<file path="src/rtl/sorting_network_seq_if.sv">
// Key stream bundle for sorting_network_seq: load side, unload side, status.
interface sorting_network_seq_if #(
  parameter int WIDTH = 16
);
  logic             in_valid;
  logic             in_ready;
  logic [WIDTH-1:0] in_data;
  logic             out_valid;
  logic             out_ready;
  logic [WIDTH-1:0] out_data;
  logic             out_last;
  logic             busy;

  modport master (
    output in_valid, in_data, out_ready,
    input  in_ready, out_valid, out_data,
    input  out_last, busy
  );

  modport slave (
    input  in_valid, in_data, out_ready,
    output in_ready, out_valid, out_data,
    output out_last, busy
  );
endinterface

</file>
<file path="src/rtl/sorting_network_seq.sv">
// Frame sorter: load DEPTH keys, DEPTH odd-even transposition passes, unload.
// Define SORTNET_DESCENDING_EN for descending order (same timing).
module sorting_network_seq #(
  parameter int WIDTH = 16,
  parameter int DEPTH = 8
) (
  input logic clk,
  input logic rst,
  sorting_network_seq_if.slave bus
);
  localparam int CW = $clog2(DEPTH + 1);
  localparam int IW = $clog2(DEPTH);

  localparam logic [1:0] S_LOAD = 2'd0;
  localparam logic [1:0] S_SORT = 2'd1;
  localparam logic [1:0] S_OUT  = 2'd2;

  logic [1:0]       r_state;
  logic [CW-1:0]    r_cnt;
  logic [CW-1:0]    r_pass;
  logic [WIDTH-1:0] r_buf [DEPTH];
  logic [WIDTH-1:0] w_pass [DEPTH];
  logic [IW-1:0]    w_idx;
  logic             w_cnt_end;
  logic             w_pass_end;
  logic             w_load;
  logic             w_sort;
  logic             w_out;

  function automatic logic f_swap(
    input logic [WIDTH-1:0] lo,
    input logic [WIDTH-1:0] hi
  );
`ifdef SORTNET_DESCENDING_EN
    return lo < hi;
`else
    return lo > hi;
`endif
  endfunction

  assign w_idx      = r_cnt[IW-1:0];
  assign w_cnt_end  = (r_cnt == CW'(DEPTH - 1));
  assign w_pass_end = (r_pass == CW'(DEPTH - 1));
  assign w_load     = (r_state == S_LOAD);
  assign w_sort     = (r_state == S_SORT);
  assign w_out      = (r_state == S_OUT);

  // Pairs of one parity are disjoint, so each slot is written at most once.
  always_comb begin
    w_pass = r_buf;
    for (int i = 0; i < DEPTH - 1; i++) begin
      if ((i[0] == r_pass[0]) &&
          f_swap(r_buf[i], r_buf[i+1])) begin
        w_pass[i]   = r_buf[i+1];
        w_pass[i+1] = r_buf[i];
      end
    end
  end

  always_ff @(posedge clk) begin
    if (rst) begin
      r_state <= S_LOAD;
      r_cnt   <= '0;
      r_pass  <= '0;
    end else begin
      case (r_state)
        S_LOAD: begin
          if (bus.in_valid) begin
            if (w_cnt_end) begin
              r_cnt   <= '0;
              r_pass  <= '0;
              r_state <= S_SORT;
            end else begin
              r_cnt <= r_cnt + 1'b1;
            end
          end
        end
        S_SORT: begin
          r_pass <= r_pass + 1'b1;
          if (w_pass_end) begin
            r_cnt   <= '0;
            r_state <= S_OUT;
          end
        end
        S_OUT: begin
          if (bus.out_ready) begin
            if (w_cnt_end) begin
              r_cnt   <= '0;
              r_state <= S_LOAD;
            end else begin
              r_cnt <= r_cnt + 1'b1;
            end
          end
        end
        default: r_state <= S_LOAD;
      endcase
    end
  end

  // Key storage carries no reset; a discarded frame is simply overwritten.
  always_ff @(posedge clk) begin
    if (!rst && w_load && bus.in_valid) begin
      r_buf[w_idx] <= bus.in_data;
    end else if (!rst && w_sort) begin
      r_buf <= w_pass;
    end
  end

  assign bus.in_ready  = w_load;
  assign bus.out_valid = w_out;
  assign bus.out_data  = w_out ? r_buf[w_idx] : '0;
  assign bus.out_last  = w_out && w_cnt_end;
  assign bus.busy      = w_sort || w_out;
endmodule

</file>
<file path="src/flat_wrapper.sv">
// flat-port wrapper written by rule: the top's interface ports become plain ports
module sorting_network_seq_flat 
#(
  parameter int WIDTH = 16,
  parameter int DEPTH = 8
)
  (clk, rst, bus_in_valid, bus_in_data, bus_out_ready, bus_in_ready, bus_out_valid, bus_out_data, bus_out_last, bus_busy);
  sorting_network_seq_if #(.WIDTH(WIDTH)) bus_i ();
  input logic clk;
  input logic rst;
  input wire logic [$bits(bus_i.in_valid)-1:0] bus_in_valid;
  input wire logic [$bits(bus_i.in_data)-1:0] bus_in_data;
  input wire logic [$bits(bus_i.out_ready)-1:0] bus_out_ready;
  output wire logic [$bits(bus_i.in_ready)-1:0] bus_in_ready;
  output wire logic [$bits(bus_i.out_valid)-1:0] bus_out_valid;
  output wire logic [$bits(bus_i.out_data)-1:0] bus_out_data;
  output wire logic [$bits(bus_i.out_last)-1:0] bus_out_last;
  output wire logic [$bits(bus_i.busy)-1:0] bus_busy;
  assign bus_i.in_valid = bus_in_valid;
  assign bus_i.in_data = bus_in_data;
  assign bus_i.out_ready = bus_out_ready;
  assign bus_in_ready = bus_i.in_ready;
  assign bus_out_valid = bus_i.out_valid;
  assign bus_out_data = bus_i.out_data;
  assign bus_out_last = bus_i.out_last;
  assign bus_busy = bus_i.busy;
  sorting_network_seq #(.WIDTH(WIDTH), .DEPTH(DEPTH)) u_core (.clk(clk), .rst(rst), .bus(bus_i));
endmodule
</file>
<file path="config.mk">
export PLATFORM = sky130hd
export DESIGN_NAME = sorting_network_seq_flat
export DESIGN_NICKNAME = d
export VERILOG_FILES = /design/src/rtl/sorting_network_seq_if.sv /design/src/rtl/sorting_network_seq.sv /design/src/flat_wrapper.sv
export SDC_FILE = /design/constraint.sdc
export NUM_CORES = 1
export LEC_CHECK = 0
export ABC_AREA = 1
export CAP_MARGIN = 5
export CORE_MARGIN = 2
export CORE_UTILIZATION = 38
export CTS_CLUSTER_SIZE = 25
export DETAILED_ROUTE_END_ITERATION = 7
export PLACE_DENSITY = 0.65
export SYNTH_ARGS = -nofsm -noshare
export SYNTH_HDL_FRONTEND = slang
export SYNTH_SLANG_ARGS = --single-unit
</file>
<file path="constraint.sdc">
create_clock -name clk -period 8 [get_ports clk]
set_input_delay 1.6 -clock clk [delete_from_list [all_inputs] [get_ports clk]]
set_output_delay 1.6 -clock clk [all_outputs]
set_load 0.03 [all_outputs]
</file>
==> results of run 1 <==
-- worst min-delay path by stage --
stage,from,end,slack [ns],cells past startpoint
after global routing,u_core.r_pass[1],u_core.r_pass[1],0.55,2
after detailed placement,u_core.r_cnt[3],u_core.r_cnt[3],0.50,2
after floorplan,u_core.r_pass[3],u_core.r_pass[3],0.48,2
after CTS,u_core.r_cnt[3],u_core.r_cnt[3],0.51,2
final,u_core.r_cnt[3],u_core.r_cnt[3],0.52,2
after global placement,u_core.r_cnt[3],u_core.r_cnt[3],0.50,2
-- cell usage after synthesis, types with 7 or more instances --
cell / instances
inv_1: 205
dfxtp_1: 10
buf_2: 26
o21ai_0: 28
nor3_1: 8
clkbuf_1: 40
nand2_1: 333
ha_1: 118
a21oi_1: 81
nand3_1: 192
a31oi_1: 8
nor2_1: 91
o22ai_1: 58
nand4_1: 89
a22oi_1: 11
edfxtp_1: 128
buf_1: 7
-- cells by family (layout without fill, tap and decap cells) --
logic type / after synthesis / after routing / synth area share, %
buffers and inverters: 290 / 300 / 10.2
flip-flops: 138 / 138 / 36.2
adder cells (fa/ha/maj): 118 / 118 / 13.2
XOR/XNOR: 1 / 1 / 0.0784
AND/OR/NAND/NOR: 724 / 724 / 29.1
AO/OA/AOI/OAI: 212 / 212 / 11.2
-- flip-flops by register name, indices dropped and copies added (netlist names) --
signal,cells
u_core.r_pass,4
u_core.r_buf,128
u_core.r_state,2
u_core.r_cnt,4
-- power by group through the flow --
stage / Combinational (mW) / Sequential (mW) / Clock, mW
6_report: 1.68 / 1.17 / 0.809
5_1_grt: 1.85 / 1.17 / 0.834
4_1_cts: 1.65 / 1.16 / 0.806
3_5_place_dp: 1.64 / 1.17 / 0
3_3_place_gp: 1.61 / 1.17 / 0
2_1_floorplan: 1.19 / 1.09 / 0
-- final cells by class --
type	instances	share of cell area, %
Timing Repair Buffer	54	4.05
Inverter	214	6.48
Tap cell	384	3.87
Multi-Input combinational cell	1055	48.4
Sequential cell	138	32.6
Clock inverter	14	1.19
Clock buffer	18	3.45
-- critical path: cells and delay by family (launching register included) --
kind / cells / cell delay [ns]
simple gates: 3 / 0.54
buf+inv: 2 / 1.52
compound gates: 2 / 0.46
flops: 1 / 0.66
-- metal layers --
metal  vias up  routed length [µm]  track usage (%)
met5         -                   0                0
met4         0                1200             9.61
met3        80                4320             3.55
met2       697               16200             36.6
met1      5095               16100             35.4
li1       5147                   -                -
==> results.ini, run 1 <==
[cells_and_area]
layout-drive-gt1-share_pct=4.42
num-fill-cells=2910
layout.cells.non_filler=1877
fin_util_pct=43.0
seqCellArea_mm2=0.00404
fin_nets=1618
layout_commonest_cell=nand2_1
diodes=0
multi_input_area_mm2=0.00601
final_cell_mix=333 x nand2_1, 205 x inv_1, 192 x nand3_1, 128 x edfxtp_1, 118 x ha_1
synthToLayoutAreaGrowth_pct=11.2
fin_area_mm2=0.0124

[floorplan]
core_area_mm2=0.0289
fp.dieH_um=175
start_util_pct=38.7
die_area_mm2=0.0308
io_pins=40
std_cell_rows=62
die_w_um=175

[global_route]
grt_pass1_vias=10187
grt-ovfl-total=0
grt_max_degree=80
antenna_found_initial=0
track_usage_pct=24.4
grt_first_pass_wirelength_um=58200

[detailed_routing]
dr.pass1.iters=6
drt_wl_total_um=37700
ant_nets=0
drt-initial-drc-count=1652
drc=0
via_per_inst=5.87
wl_per_cell_um=20.1
vias=11019

[worst_setup_path]
cp_cell_sequence=nand3_1 > inv_1 > nand2_1 > o2111ai_1 > nor2_1 > a21oi_1 > clkdlybuf4s50_1
rr_worst_depth=6
crit_path_end=bus_out_data[7]
rrSetupSlack_ns=4.42
r2r-end=u_core.r_buf[8]
critPathMaxFanout=30
crit_start=u_core.r_cnt[0]
crit_path_end_kind=output pin
cp_slowest_cell=inv_1
required_ns=6.40
cp-start-kind=register
critPathKind=reg2out
r2r-start=u_core.r_state[0]
cp.arrival_ns=3.63
critical_path.max_stage_delay_ns=0.77

[synth]
synth_ff_type=edfxtp_1
synth.ff_latch_count=138
syn_avg_cell_area_um2=7.54
synth_fp_nets=1621
synth_top_area_share_pct=34.4
synth.area.top_cells=edfxtp_1 34%, ha_1 13%, nand2_1 11%
syn_area_mm2=0.0112
syn_inst=1483
ys_seq_area_share_pct=36.2
yosysWarnings=0
async_reset_ff_share_pct=0
synth_edf_count=128
ys_types=35
synth_largest_area_cell=edfxtp_1

[timing]
grt_setup_unrepaired=false
worst-slew-pin-transition_ns=1.05
worst_slack_ns=2.77
fin_tns_setup_ns=0
max_freq_mhz=191
final_max_slew_viol_count=0
maxSlewHeadroom_pct=30.0
finalCriticalPeriod_ns=5.23
fin_crit_sh_pct=65.3
timing.hold.ws_ns=0.522
finClkSkew_ns=0.0108
hold_viol=0
setup_viol=0

[cts]
cts_tree=done
post_cts_buffers=0
clkSinkCount=138
cts_resized=0
clkTransAtPathRegs_ns=0.06
cts_made_buffers=17
cts-root-buf=clkbuf_16
clk_latency_ns=0.45
cts_htree_levels=4
ctsHoldBuffers=0
cts_buffer_depth=2

[placement]
placed_cells=1845
place.gp.congestion=0.972
dpl_cell_area_mm2=0.0118
dp_slack_ns=3.12
dp_hpwl_um=27600
portBuffers=39

[power]
peakVddDrop_mv=0.118
p_switching_mw=1.69
p_comb_share_pct=46.0
p_leak_nw=5.61
p_int_mw=1.97
pwr-share-seq_pct=31.9
p_total_mw=3.66
power.density_mw_per_mm2=294
clock_power_share_pct=22.1
p_sw_share_pct=46.1

[hold_path]
holdCritPathClass=reg2reg

[run_status]
outcome=finished clean

[flow_run]
max_cap_viol_count=0

(Power assumes the default switching activity.)
==> inputs of run 2 (changes only) <==
clock period = 5.27 ns   (was 8 ns; I/O delays follow)
==> run 2 against run 1 <==
Hold slack worse by 0.0033 ns. Clock skew is 0.0046 ns higher. Register-to-register slack worse by 2.7 ns. Global-route usage is 0.98 points higher. Combinational power is 57% higher. Non-clock buffer count is 5 higher. Largest cell class unchanged. Clock power is 40% higher. Design area hardly changed. Highest routed layer unchanged. Routed wire length is 4.1% higher. Sequential cell count stayed put.
==> results.ini, run 2 (synthesis gave the netlist of run 1 again) <==
[run_status]
outcome=finished clean

[timing]
final_max_slew_viol_count=0
finalCriticalPeriod_ns=4.58
fin_crit_sh_pct=86.9
grt_setup_unrepaired=false
setup_viol=0
finClkSkew_ns=0.0154
maxSlewHeadroom_pct=24.8
max_freq_mhz=218
fin_tns_setup_ns=0
worst-slew-pin-transition_ns=1.13
hold_viol=0

[global_route]
antenna_found_initial=0
grt_max_degree=55
grt-ovfl-total=0
track_usage_pct=25.4
grt_first_pass_wirelength_um=60800
grt_pass1_vias=10429

[placement]
dpl_cell_area_mm2=0.0119
place.gp.congestion=0.916
portBuffers=39
dp_hpwl_um=28900
placed_cells=1850

[floorplan]
io_pins=40
fp.dieH_um=175
die_w_um=175
std_cell_rows=62
die_area_mm2=0.0308
core_area_mm2=0.0289
start_util_pct=38.7

[power]
p_leak_nw=5.60
power.density_mw_per_mm2=444
peakVddDrop_mv=0.191

[detailed_routing]
vias=11040
wl_per_cell_um=20.9
dr.pass1.iters=6
via_per_inst=5.87
drt_wl_total_um=39300
drc=0
drt-initial-drc-count=1721
ant_nets=0

[worst_setup_path]
cp.arrival_ns=3.53
required_ns=4.22
cp-start-kind=register
crit_path_end_kind=output pin
critPathKind=reg2out
critPathMaxFanout=19

[cells_and_area]
fin_util_pct=43.0
top_register=u_core.r_buf
fin_nets=1623
num-fill-cells=2920
top_regs=u_core.r_buf (128), u_core.r_cnt (4), u_core.r_pass (4)
synthToLayoutAreaGrowth_pct=11.1
final_cell_mix=333 x nand2_1, 205 x inv_1, 192 x nand3_1, 128 x edfxtp_1, 118 x ha_1
diodes=0
layout-drive-gt1-share_pct=4.74
largest_reg_flops=128
layout_commonest_cell=nand2_1
multi_input_area_mm2=0.00601
seqCellArea_mm2=0.00404
fin_area_mm2=0.0124
layout.cells.non_filler=1882

[cts]
cts_resized=0
clkTransAtPathRegs_ns=0.07
clk_latency_ns=0.44
post_cts_buffers=0
cts_made_buffers=17
cts_tree=done
clkSinkCount=138
ctsHoldBuffers=0
cts-root-buf=clkbuf_16
cts_buffer_depth=2
cts_htree_levels=4

[hold_path]
holdCritPathClass=reg2reg

[flow_run]
max_cap_viol_count=0

==> run 2: area by class of cell <==
| class | instances | area share (%) |
|---|---|---|
| clock buffer | 18 | 3.46 |
| clock inverter | 14 | 0.806 |
| multi-input combinational | 1055 | 48.5 |
| timing repair buffer | 59 | 4.35 |
| tap | 384 | 3.87 |
| sequential | 138 | 32.6 |
| inverter | 214 | 6.48 |
==> run 2: layer usage <==
layer	global-route usage, %	wire length [µm]	vias to the layer above
met1	36.3	16700	5145
met2	38.5	17300	670
met3	4.81	4080	78
li1	-	-	5147
met5	0	0	-
met4	8.82	1190	0
==> run 2: final timing paths <==
path / from / end / slack, ns / depth (start not counted)
setup / recovery: u_core.r_cnt[0] / bus_out_data[15] / 0.69 / 5
setup reg to reg: u_core.r_buf[67] / u_core.r_buf[81] / 1.74 / 14
hold / removal: u_core.r_pass[3] / u_core.r_pass[3] / 0.52 / 2
hold reg to reg: u_core.r_pass[3] / u_core.r_pass[3] / 0.52 / 2
==> run 2: power by group <==
group	total, mW	leakage (nW)	internal, mW	switching (mW)
combinational	2.63	4.10	0.770	1.86
clock	1.13	0.235	0.602	0.532
sequential	1.76	1.27	1.53	0.224
total	5.52	5.60	2.90	2.61
==> run 2: metrics by stage <==
step / worst slack, ns / total power, mW / hold WS (ns)
final: 0.689 / 5.52 / 0.519
after global routing: 0.625 / 5.82 / 0.560
after CTS: 0.761 / 5.44 / 0.522
after detailed placement: 1.23 / 4.32 / 0.501
after global placement: 1.22 / 4.29 / 0.497
after floorplan: 2.23 / 3.47 / 0.479
==> run 2: critical path, stage by stage, from the launching register on <==
cell and delay (ns):
dfxtp_1 0.65, nand3_1 0.70, inv_2 0.61, a22oi_1 0.17, a41oi_1 0.23, clkdlybuf4s50_1 0.72
==> inputs of run 3 (changes only) <==
CORE_ASPECT_RATIO = 1.2   (was default)
==> run 3 against run 2 <==
Routed wire length shrank 8.6%. Count of clock-buffer cells in the layout grew 1. Clock skew shrank 0.0064 ns. Design area is essentially flat. Sequential power is essentially flat. Register-to-register slack gained 0.19 ns. Critical path type unchanged. Highest routed layer is now met5.
==> results.ini, run 3 (synthesis gave the netlist of run 1 again) <==
[hold_path]
hold_path_end=u_core.r_pass[3]
holdPathStages=2
hp-start=u_core.r_pass[3]
holdCritPathClass=reg2reg

[cells_and_area]
largest_reg_flops=128
synthToLayoutAreaGrowth_pct=11.0
final_cell_mix=333 x nand2_1, 205 x inv_1, 192 x nand3_1, 128 x edfxtp_1, 118 x ha_1
top_regs=u_core.r_buf (128), u_core.r_cnt (4), u_core.r_pass (4)
layout_commonest_cell=nand2_1
layout-drive-gt1-share_pct=4.67
diodes=0
fin_util_pct=43.0
top_register=u_core.r_buf
fin_nets=1626

[worst_setup_path]
cp-start-kind=register
rr_worst_depth=9
critPathMaxFanout=25
crit_path_end_kind=output pin
critPathKind=reg2out
r2r-end=u_core.r_buf[27]
rrSetupSlack_ns=1.93
r2r-start=u_core.r_buf[31]
required_ns=4.22
cp.arrival_ns=3.46

[timing]
finalCriticalPeriod_ns=4.52
max_freq_mhz=221
final_max_slew_viol_count=0
setup_viol=0
finClkSkew_ns=0.00904
hold_viol=0
fin_tns_setup_ns=0
fin_crit_sh_pct=85.7
maxSlewHeadroom_pct=30.6
worst-slew-pin-transition_ns=1.04
grt_setup_unrepaired=false

[run_status]
outcome=finished clean

[floorplan]
die_w_um=161
die_area_mm2=0.0308
start_util_pct=38.7
std_cell_rows=68
fp.dieH_um=192
core_area_mm2=0.0288
io_pins=40

[global_route]
grt-ovfl-total=0
grt_pass1_vias=10127
grt_first_pass_wirelength_um=56100
grt_max_degree=73
track_usage_pct=23.4
antenna_found_initial=1

[cts]
cts_resized=0
cts-root-buf=clkbuf_16
cts_made_buffers=17
cts_tree=done
clkSinkCount=138
post_cts_buffers=0
clkTransAtPathRegs_ns=0.06
cts_htree_levels=4
clk_latency_ns=0.44
ctsHoldBuffers=0
cts_buffer_depth=2

[placement]
place.gp.congestion=0.934
dp_hpwl_um=27100
portBuffers=39

[power]
p_comb_share_pct=48.1
power.density_mw_per_mm2=434
peakVddDrop_mv=0.297
pwr-share-seq_pct=32.3
p_leak_nw=5.62
p_int_mw=2.89
clock_power_share_pct=19.5
p_switching_mw=2.49
p_sw_share_pct=46.2

[detailed_routing]
ant_nets=0
vias=10909
wl_per_cell_um=19.1
drt-initial-drc-count=1145
dr.pass1.iters=6
via_per_inst=5.79
drt_wl_total_um=35900
drc=0

[flow_run]
max_cap_viol_count=0

[run 3: cell types whose count changed in the layout (fill, tap and decap cells not counted), sizes merged]
cell	before	now
buf	20	23
clkbuf	18	19
clkinv	7	14
clkinvlp	8	2
inv	213	210
[run 3: cell type report]
type | instances | area, µm²
well taps | 385 | 482
clock buffers | 19 | 433
clock inverters | 12 | 60.1
inverters | 214 | 805
multi-input cells | 1055 | 6020
flip-flops and latches | 138 | 4040
repair buffers | 62 | 563
fillers | 2872 | 16400
[run 3: stage by stage]
step | setup slack [ns] | total power, mW | hold slack [ns] | std cells | instance area (µm²)
floorplan | 2.23 | 3.47 | 0.479 | 1483 | 11200
global placement | 1.29 | 4.25 | 0.497 | 1854 | 11900
detailed placement | 1.23 | 4.29 | 0.502 | 1854 | 11900
CTS | 0.764 | 5.34 | 0.522 | 1885 | 12400
global route | 0.557 | 5.72 | 0.548 | 1885 | 12400
finish | 0.753 | 5.38 | 0.518 | 1885 | 12400
[run 3: power by group through the flow]
| stage | Clock, mW | Sequential [mW] | Combinational [mW] |
|---|---|---|---|
| final | 1.05 | 1.74 | 2.59 |
| after global routing | 1.10 | 1.76 | 2.86 |
| after CTS | 1.06 | 1.73 | 2.55 |
| after detailed placement | 0 | 1.75 | 2.54 |
| after global placement | 0 | 1.75 | 2.50 |
| after floorplan | 0 | 1.66 | 1.81 |
[run 3: layer usage]
metal	part of all wire, %	vias up	global-route usage [%]	wire (µm)
met5	0.019	-	0	7
met4	3.0	2	9.29	1090
met3	8.2	65	3.97	2950
met2	46	531	37.5	16400
met1	43	5142	31.6	15500
li1	-	5169	-	-
[run 3: critical path: stages (launching register included)]
cell,delay [ns]
dfxtp_1,0.60
inv_1,0.19
nor3_4,0.14
buf_4,0.31
clkinv_1,0.36
o22ai_1,0.22
a21oi_1,0.08
a31oi_1,0.36
clkdlybuf4s50_1,0.75
[run 3: worst max path at each step]
stage	from	endpoint	cells past startpoint
floorplan	bus_in_valid	u_core.r_buf[0]	6
global placement	u_core.r_cnt[0]	bus_out_data[6]	6
detailed placement	u_core.r_cnt[0]	bus_out_data[14]	8
CTS	u_core.r_cnt[0]	bus_out_data[14]	8
global route	u_core.r_cnt[2]	bus_out_data[8]	8
finish	u_core.r_cnt[2]	bus_out_data[8]	8
